`src/rtl/inst_fetch_buf_if.sv`:
```
// rtl/inst_fetch_buf_if.sv - PC-stage, instruction-memory and decode signals of the fetch buffer
//
// Optional feature macro: INST_FETCH_ALIGN_CHK_EN (adds id_exc_o).
// Modports:
//   master - the fetch buffer: drives pc_take_o, mem_req_o/mem_addr_o and id_* outputs
//   slave  - the surroundings: PC stage, instruction memory and decode
// Signals:
//   pc_i/ce_i/pc_take_o              fetch address hand-off from the PC stage
//   mem_req_o/mem_addr_o             word read request, held until mem_ack_i
//   mem_ack_i/mem_rdata_i            read completion and data
//   id_valid_o/id_ready_i            FIFO head presented to decode
//   id_pc_o/id_inst_o[/id_exc_o]     contents of the FIFO head
//   flush_i                          redirect: discard everything fetched or pending

interface inst_fetch_buf_if;
    logic [31:0] pc_i;
    logic        ce_i;
    logic        pc_take_o;
    logic        mem_req_o;
    logic [31:0] mem_addr_o;
    logic        mem_ack_i;
    logic [31:0] mem_rdata_i;
    logic        id_valid_o;
    logic        id_ready_i;
    logic [31:0] id_pc_o;
    logic [31:0] id_inst_o;
    logic        flush_i;
`ifdef INST_FETCH_ALIGN_CHK_EN
    logic        id_exc_o;

    modport master (
        input  pc_i, ce_i, mem_ack_i, mem_rdata_i, id_ready_i, flush_i,
        output pc_take_o, mem_req_o, mem_addr_o, id_valid_o, id_pc_o, id_inst_o, id_exc_o
    );
    modport slave (
        output pc_i, ce_i, mem_ack_i, mem_rdata_i, id_ready_i, flush_i,
        input  pc_take_o, mem_req_o, mem_addr_o, id_valid_o, id_pc_o, id_inst_o, id_exc_o
    );
`else
    modport master (
        input  pc_i, ce_i, mem_ack_i, mem_rdata_i, id_ready_i, flush_i,
        output pc_take_o, mem_req_o, mem_addr_o, id_valid_o, id_pc_o, id_inst_o
    );
    modport slave (
        output pc_i, ce_i, mem_ack_i, mem_rdata_i, id_ready_i, flush_i,
        input  pc_take_o, mem_req_o, mem_addr_o, id_valid_o, id_pc_o, id_inst_o
    );
`endif
endinterface

```
`src/rtl/inst_fetch_buf.sv`:
```
// rtl/inst_fetch_buf.sv - instruction fetch stage: memory read FSM plus PC/instruction FIFO
//
// Optional feature macro: INST_FETCH_ALIGN_CHK_EN
//   defined   : misaligned pc_i issues no read and queues {pc_i, 32'h0, exc=1}
//   undefined : pc_i[1:0] ignored, fetch address forced word-aligned
// Parameters:
//   DEPTH  - FIFO entries (power of two, >= 2)
//   RST_PC - value shown on id_pc_o and mem_addr_o while in reset
// Ports:
//   clk  - clock
//   rst  - synchronous, active-high reset
//   bus  - inst_fetch_buf_if.master (PC stage, instruction memory, decode)

module inst_fetch_buf #(
    parameter int          DEPTH  = 2,
    parameter logic [31:0] RST_PC = 32'h0000_0000
) (
    input  logic              clk,
    input  logic              rst,
    inst_fetch_buf_if.master  bus
);

    localparam int PW = (DEPTH > 1) ? $clog2(DEPTH) : 1;
    localparam int CW = PW + 1;

    typedef enum logic [1:0] {
        IDLE  = 2'd0,
        REQ   = 2'd1,
        DRAIN = 2'd2
    } state_t;

    state_t        state_q;
    state_t        state_d;
    logic [31:0]   addr_q;

    logic [PW-1:0] wr_ptr_q;
    logic [PW-1:0] rd_ptr_q;
    logic [CW-1:0] count_q;
    logic [31:0]   pc_mem   [DEPTH];
    logic [31:0]   inst_mem [DEPTH];

    logic          accept;
    logic          misalign;
    logic          inflight;
    logic          ack_push;
    logic          exc_push;
    logic          push;
    logic          pop;
    logic [31:0]   push_pc;
    logic [31:0]   push_inst;

`ifdef INST_FETCH_ALIGN_CHK_EN
    logic          exc_pend_q;
    logic [31:0]   exc_pc_q;
    logic          exc_mem [DEPTH];

    assign misalign = |bus.pc_i[1:0];
    assign exc_push = exc_pend_q & ~bus.flush_i;
`else
    logic          unused_pc_lsb;

    assign unused_pc_lsb = ^bus.pc_i[1:0];
    assign misalign      = 1'b0;
    assign exc_push      = 1'b0;
`endif

    // Work accepted but not yet in the FIFO: an outstanding read, or a
    // misalignment entry that lands one cycle after acceptance.
`ifdef INST_FETCH_ALIGN_CHK_EN
    assign inflight = (state_q != IDLE) | exc_pend_q;
`else
    assign inflight = (state_q != IDLE);
`endif

    assign accept   = bus.ce_i & bus.pc_take_o;
    assign ack_push = (state_q == REQ) & bus.mem_ack_i & ~bus.flush_i;
    assign push     = ack_push | exc_push;
    assign pop      = bus.id_valid_o & bus.id_ready_i & ~bus.flush_i;

`ifdef INST_FETCH_ALIGN_CHK_EN
    assign push_pc   = exc_push ? exc_pc_q : addr_q;
    assign push_inst = exc_push ? 32'h0 : bus.mem_rdata_i;
`else
    assign push_pc   = addr_q;
    assign push_inst = bus.mem_rdata_i;
`endif

    // ---------------- FSM: state register ----------------
    always_ff @(posedge clk) begin
        if (rst) begin
            state_q <= IDLE;
        end else begin
            state_q <= state_d;
        end
    end

    // ---------------- FSM: next state ----------------
    always_comb begin
        state_d = state_q;
        case (state_q)
            IDLE: begin
                if (accept & ~misalign) begin
                    state_d = REQ;
                end
            end
            REQ: begin
                // A flush without ack cannot withdraw the request; finish it in DRAIN.
                if (bus.mem_ack_i) begin
                    state_d = IDLE;
                end else if (bus.flush_i) begin
                    state_d = DRAIN;
                end
            end
            DRAIN: begin
                if (bus.mem_ack_i) begin
                    state_d = IDLE;
                end
            end
            default: state_d = IDLE;
        endcase
    end

    // ---------------- FSM: outputs ----------------
    // Credit is taken from state and occupancy only, so the PC stage never
    // sees a combinational path from its own ce_i.
    always_comb begin
        bus.mem_req_o = 1'b0;
        bus.pc_take_o = 1'b0;
        case (state_q)
            IDLE:    bus.pc_take_o = ((count_q + CW'(inflight)) < CW'(DEPTH)) & ~bus.flush_i & ~rst;
            REQ:     bus.mem_req_o = 1'b1;
            DRAIN:   bus.mem_req_o = 1'b1;
            default: bus.mem_req_o = 1'b0;
        endcase
    end

    // ---------------- Fetch address ----------------
    always_ff @(posedge clk) begin
        if (rst) begin
            addr_q <= RST_PC;
        end else if (accept & ~misalign) begin
            addr_q <= {bus.pc_i[31:2], 2'b00};
        end
    end

    assign bus.mem_addr_o = addr_q;

`ifdef INST_FETCH_ALIGN_CHK_EN
    always_ff @(posedge clk) begin
        if (rst) begin
            exc_pend_q <= 1'b0;
            exc_pc_q   <= RST_PC;
        end else if (bus.flush_i) begin
            exc_pend_q <= 1'b0;
        end else begin
            exc_pend_q <= accept & misalign;
            if (accept & misalign) begin
                exc_pc_q <= bus.pc_i;
            end
        end
    end
`endif

    // ---------------- FIFO ----------------
    // The credit rule guarantees push never meets a full FIFO.
    always_ff @(posedge clk) begin
        if (rst) begin
            wr_ptr_q <= '0;
            rd_ptr_q <= '0;
            count_q  <= '0;
            for (int i = 0; i < DEPTH; i++) begin
                pc_mem[i]   <= RST_PC;
                inst_mem[i] <= '0;
`ifdef INST_FETCH_ALIGN_CHK_EN
                exc_mem[i]  <= 1'b0;
`endif
            end
        end else if (bus.flush_i) begin
            wr_ptr_q <= '0;
            rd_ptr_q <= '0;
            count_q  <= '0;
        end else begin
            if (push) begin
                pc_mem[wr_ptr_q]   <= push_pc;
                inst_mem[wr_ptr_q] <= push_inst;
`ifdef INST_FETCH_ALIGN_CHK_EN
                exc_mem[wr_ptr_q]  <= exc_push;
`endif
                wr_ptr_q <= wr_ptr_q + PW'(1);
            end
            if (pop) begin
                rd_ptr_q <= rd_ptr_q + PW'(1);
            end
            if (push & ~pop) begin
                count_q <= count_q + CW'(1);
            end else if (pop & ~push) begin
                count_q <= count_q - CW'(1);
            end
        end
    end

    assign bus.id_valid_o = (count_q != '0);
    assign bus.id_pc_o    = pc_mem[rd_ptr_q];
    assign bus.id_inst_o  = inst_mem[rd_ptr_q];
`ifdef INST_FETCH_ALIGN_CHK_EN
    assign bus.id_exc_o   = bus.id_valid_o & exc_mem[rd_ptr_q];
`endif

endmodule

```
`src/flat_wrapper.sv`:
```
// flat-port wrapper written by rule: the top's interface ports become plain ports
module inst_fetch_buf_flat 
#(
    parameter int          DEPTH  = 2,
    parameter logic [31:0] RST_PC = 32'h0000_0000
)
  (clk, rst, bus_pc_i, bus_ce_i, bus_mem_ack_i, bus_mem_rdata_i, bus_id_ready_i, bus_flush_i, bus_pc_take_o, bus_mem_req_o, bus_mem_addr_o, bus_id_valid_o, bus_id_pc_o, bus_id_inst_o);
  inst_fetch_buf_if bus_i ();
  input  logic clk;
  input  logic rst;
  input wire logic [$bits(bus_i.pc_i)-1:0] bus_pc_i;
  input wire logic [$bits(bus_i.ce_i)-1:0] bus_ce_i;
  input wire logic [$bits(bus_i.mem_ack_i)-1:0] bus_mem_ack_i;
  input wire logic [$bits(bus_i.mem_rdata_i)-1:0] bus_mem_rdata_i;
  input wire logic [$bits(bus_i.id_ready_i)-1:0] bus_id_ready_i;
  input wire logic [$bits(bus_i.flush_i)-1:0] bus_flush_i;
  output wire logic [$bits(bus_i.pc_take_o)-1:0] bus_pc_take_o;
  output wire logic [$bits(bus_i.mem_req_o)-1:0] bus_mem_req_o;
  output wire logic [$bits(bus_i.mem_addr_o)-1:0] bus_mem_addr_o;
  output wire logic [$bits(bus_i.id_valid_o)-1:0] bus_id_valid_o;
  output wire logic [$bits(bus_i.id_pc_o)-1:0] bus_id_pc_o;
  output wire logic [$bits(bus_i.id_inst_o)-1:0] bus_id_inst_o;
  assign bus_i.pc_i = bus_pc_i;
  assign bus_i.ce_i = bus_ce_i;
  assign bus_i.mem_ack_i = bus_mem_ack_i;
  assign bus_i.mem_rdata_i = bus_mem_rdata_i;
  assign bus_i.id_ready_i = bus_id_ready_i;
  assign bus_i.flush_i = bus_flush_i;
  assign bus_pc_take_o = bus_i.pc_take_o;
  assign bus_mem_req_o = bus_i.mem_req_o;
  assign bus_mem_addr_o = bus_i.mem_addr_o;
  assign bus_id_valid_o = bus_i.id_valid_o;
  assign bus_id_pc_o = bus_i.id_pc_o;
  assign bus_id_inst_o = bus_i.id_inst_o;
  inst_fetch_buf #(.DEPTH(DEPTH), .RST_PC(RST_PC)) u_core (.clk(clk), .rst(rst), .bus(bus_i));
endmodule
```
`config.mk`:
```
export PLATFORM = sky130hd
export DESIGN_NAME = inst_fetch_buf_flat
export DESIGN_NICKNAME = d
export VERILOG_FILES = /design/src/rtl/inst_fetch_buf_if.sv /design/src/rtl/inst_fetch_buf.sv /design/src/flat_wrapper.sv
export SDC_FILE = /design/constraint.sdc
export NUM_CORES = 1
export LEC_CHECK = 0
export CORE_MARGIN = 2
export CORE_UTILIZATION = 53
export DETAILED_ROUTE_END_ITERATION = 10
export PLACE_DENSITY = 0.95
export SLEW_MARGIN = 20
export SYNTH_ARGS = -nofsm -noshare
export SYNTH_HDL_FRONTEND = slang
export SYNTH_SLANG_ARGS = --single-unit
```
`constraint.sdc`:
```
create_clock -name clk -period 5.1 [get_ports clk]
set_input_delay 1.02 -clock clk [delete_from_list [all_inputs] [get_ports clk]]
set_output_delay 1.02 -clock clk [all_outputs]
set_load 0.02 [all_outputs]
```
==> out/qor.txt <==
share of post-route cells with drive strength above 1: 15.9%
setup violators final: 0
Inserted Clock Buffers: 17
nets@finish: 746
I/O Buffers: 162
Vias: 4433
Placeable Area: 12600 µm²
slowest CP cell: clkdlybuf4s50_1
Slew headroom: 55.0%
htree depth: 4
status: finished, final reports clean
CP max stage delay: 0.63 ns
# diodes: 0
Core Rows: 41
origin of the critical flop-to-flop path: u_core.state_q[1]$_SDFFE_PP0P_
worst hold path class: flop to flop
Synth top area share: 54.8%
post-synthesis async set-or-reset flop share: 0%
global route total overflow: 0
synth unique cells: 31
IO Count: 169
Synth Flop Type: edfxtp_1
endpoint class of the critical path: output pin
maximum clock rate: 262 MHz
chip width: 117 µm
largest fanout on the critical path: 8
crit path launch: bus_flush_i
Hold Crit Start: u_core.bus.mem_addr_o[16]$_SDFFE_PP0P_
setup ws final: 1.28 ns
vias in the first global route: 4581
power per cell area: 320 nW/µm²
Leak: 0.00336 µW
M1 wire length: 5.90 mm
initial antenna violation count: 0
CP required: 4.08 ns
Final Hold Fails: 0
Post-Syn Area: 6790 µm²
Synth Register Bits: 161
antenna viol nets, final: 0
worst-margin pin slew: 0.675 ns
CP Launch Type: primary input
Final TNS setup: 0 ns
DIE AREA: 13700 µm²
Slew Limit Fails: 0
cts repair resizes: 0
CTS clk-pin slew, worst paths: 0.06 ns
Setup Skew: 0.0135 ns
worst-path cell chain: clkdlybuf4s50_1 -> or2_1 -> nor3_1 -> clkdlybuf4s50_1
Syn-to-layout area delta: 33.7%
GPL Wtd Cong: 0.775
pre-CTS setup slack: 1.32 ns
CP delay by family, top: buffers and inverters
CTS tree: done
RSZ-0062 raised after global routing: false
fin crit share: 75.0%
Setup CP Type: primary input to output pin
root buffer cell: clkbuf_16
buffer and inverter count on the worst path: 2
Mapped Cells: 514
first-pass GRT wire length: 22.4 mm
DR DRC count: 0
Clock Path Buffers: 2
number of synthesized flops with an enable pin: 124
Max-Cap Viols: 0
DR pass1 iterations: 5
VDD IR max: 0.179 mV
GRT Overall Usage: 21.8%
DRT iter0 DRCs: 396
CTS sink count: 161
post-synth top area cell: edfxtp_1
WL final: 14.8 mm
WP data arrival: 2.80 ns
metal2 WL: 7.76 mm
post-CTS setup buffer count: 0
Hold-fix buffers, CTS: 0
largest net degree at the start of global routing: 63
Seq/Total Area, Yosys: 65.7%
Warnings, synthesis: 0
Synth area leaders: edfxtp_1 55%, and2_1 11%, dfxtp_1 11%
clk_lat worst skew: 0.41 ns
initial core utilization: 54.1%
Routed met3 length: 990 µm
CP most frequent cell: clkdlybuf4s50_1
highest routed metal layer: met4
commonest cells in the netlist: 124 x and2_1, 124 x edfxtp_1, 62 x mux2_2, 62 x nand2_1, 37 x dfxtp_1
Mean Syn Cell Area: 13.2 µm²
wire per inst: 17.3 µm
Tmin final: 3.82 ns
vias per cell: 5.17
dpl hpwl: 9.79 mm
Die Ht: 117 µm
[placed cells by master, fill, tap and decap left out, types with 2 or more instances in the layout]
| master | n |
|---|---|
| nor2_1 | 6 |
| mux2_2 | 62 |
| clkdlybuf4s50_1 | 162 |
| and2_1 | 124 |
| ha_1 | 4 |
| nor3_4 | 2 |
| or2_2 | 3 |
| a21oi_1 | 32 |
| clkbuf_16 | 17 |
| clkinv_4 | 3 |
| clkinvlp_4 | 2 |
| dfxtp_1 | 36 |
| xor2_1 | 3 |
| clkinv_2 | 2 |
| inv_6 | 5 |
| nand2_1 | 62 |
| edfxtp_1 | 124 |
| a211oi_1 | 2 |
| conb_1 | 4 |
| inv_1 | 4 |
| clkinv_1 | 2 |
| buf_4 | 9 |
[kinds of logic (layout without fill, tap and decap cells)]
| group | Yosys count | in the layout | share of synthesized area [%] |
|---|---|---|---|
| xor gates and xnor gates | 4 | 4 | 0.516 |
| muxes | 62 | 62 | 10.3 |
| buffers and inverters | 39 | 207 | 2.98 |
| AOI/OAI and AO/OA | 39 | 39 | 3.13 |
| DFF | 161 | 161 | 65.7 |
| adders and majority gates | 4 | 4 | 0.737 |
| and+or+nand+nor | 204 | 204 | 16.6 |
| other | 1 | 4 | 0.0552 |
[worst paths after layout]
check | to | slack, ns | cells after the start
max reg2reg | u_core.pc_mem[0][27]$_SDFFCE_PN0P_ | 2.56 | 6
min reg2reg | u_core.bus.mem_addr_o[16]$_SDFFE_PP0P_ | 0.48 | 2
max | bus_pc_take_o | 1.28 | 4
min | u_core.bus.mem_addr_o[16]$_SDFFE_PP0P_ | 0.48 | 2
[state kept, by name, indices dropped and copies added, names as in the netlist, named ones only]
name / flops
u_core.inst_mem: 64
u_core.bus.mem_addr_o: 30
u_core.pc_mem: 60
u_core.rd_ptr_q: 1
u_core.count_q: 2
u_core.wr_ptr_q: 1
u_core.state_q: 2
[through the flow]
| stage | utilization [%] | std cells | hold slack, ns | cell area, µm² | total power (µW) |
|---|---|---|---|---|---|
| floorplan | - | 517 | 0.472 | 6810 | 1610 |
| global placement | 67.8 | 825 | 0.464 | 8520 | 1740 |
| CTS | 72.3 | 857 | 0.481 | 9080 | 2930 |
| finish | 72.3 | 857 | 0.482 | 9080 | 2910 |
| global route | 72.3 | 857 | 0.504 | 9080 | 3000 |
| detailed placement | 67.8 | 825 | 0.473 | 8520 | 1750 |
[report_power, final]
| group | switching (µW) | internal (µW) |
|---|---|---|
| sequential | 18.1 | 1450 |
| combinational | 122 | 124 |
| clock | 514 | 676 |
[tightest hold or removal path, cell delays in order (launching register included)]
cell and delay, ns:
dfxtp_1 0.32, nand2_1 0.06, a21oi_1 0.05
[per-layer routing]
| layer | track usage (%) | vias up |
|---|---|---|
| met2 | 38.8 | 188 |
| met1 | 25.7 | 2148 |
| met4 | 7.92 | 0 |
| met5 | 0 | - |
| met3 | 5.51 | 14 |
| li1 | - | 2083 |
[cell type report]
type                       count  area (µm²)
clock buffer                  17         425
inverter                       4        15.0
tap                          172         215
fill                         808        3490
multi-input combinational    317        2140
timing repair buffer         171        1690
sequential                   161        4470
clock inverter                15         133
(Power assumes the default switching activity.)
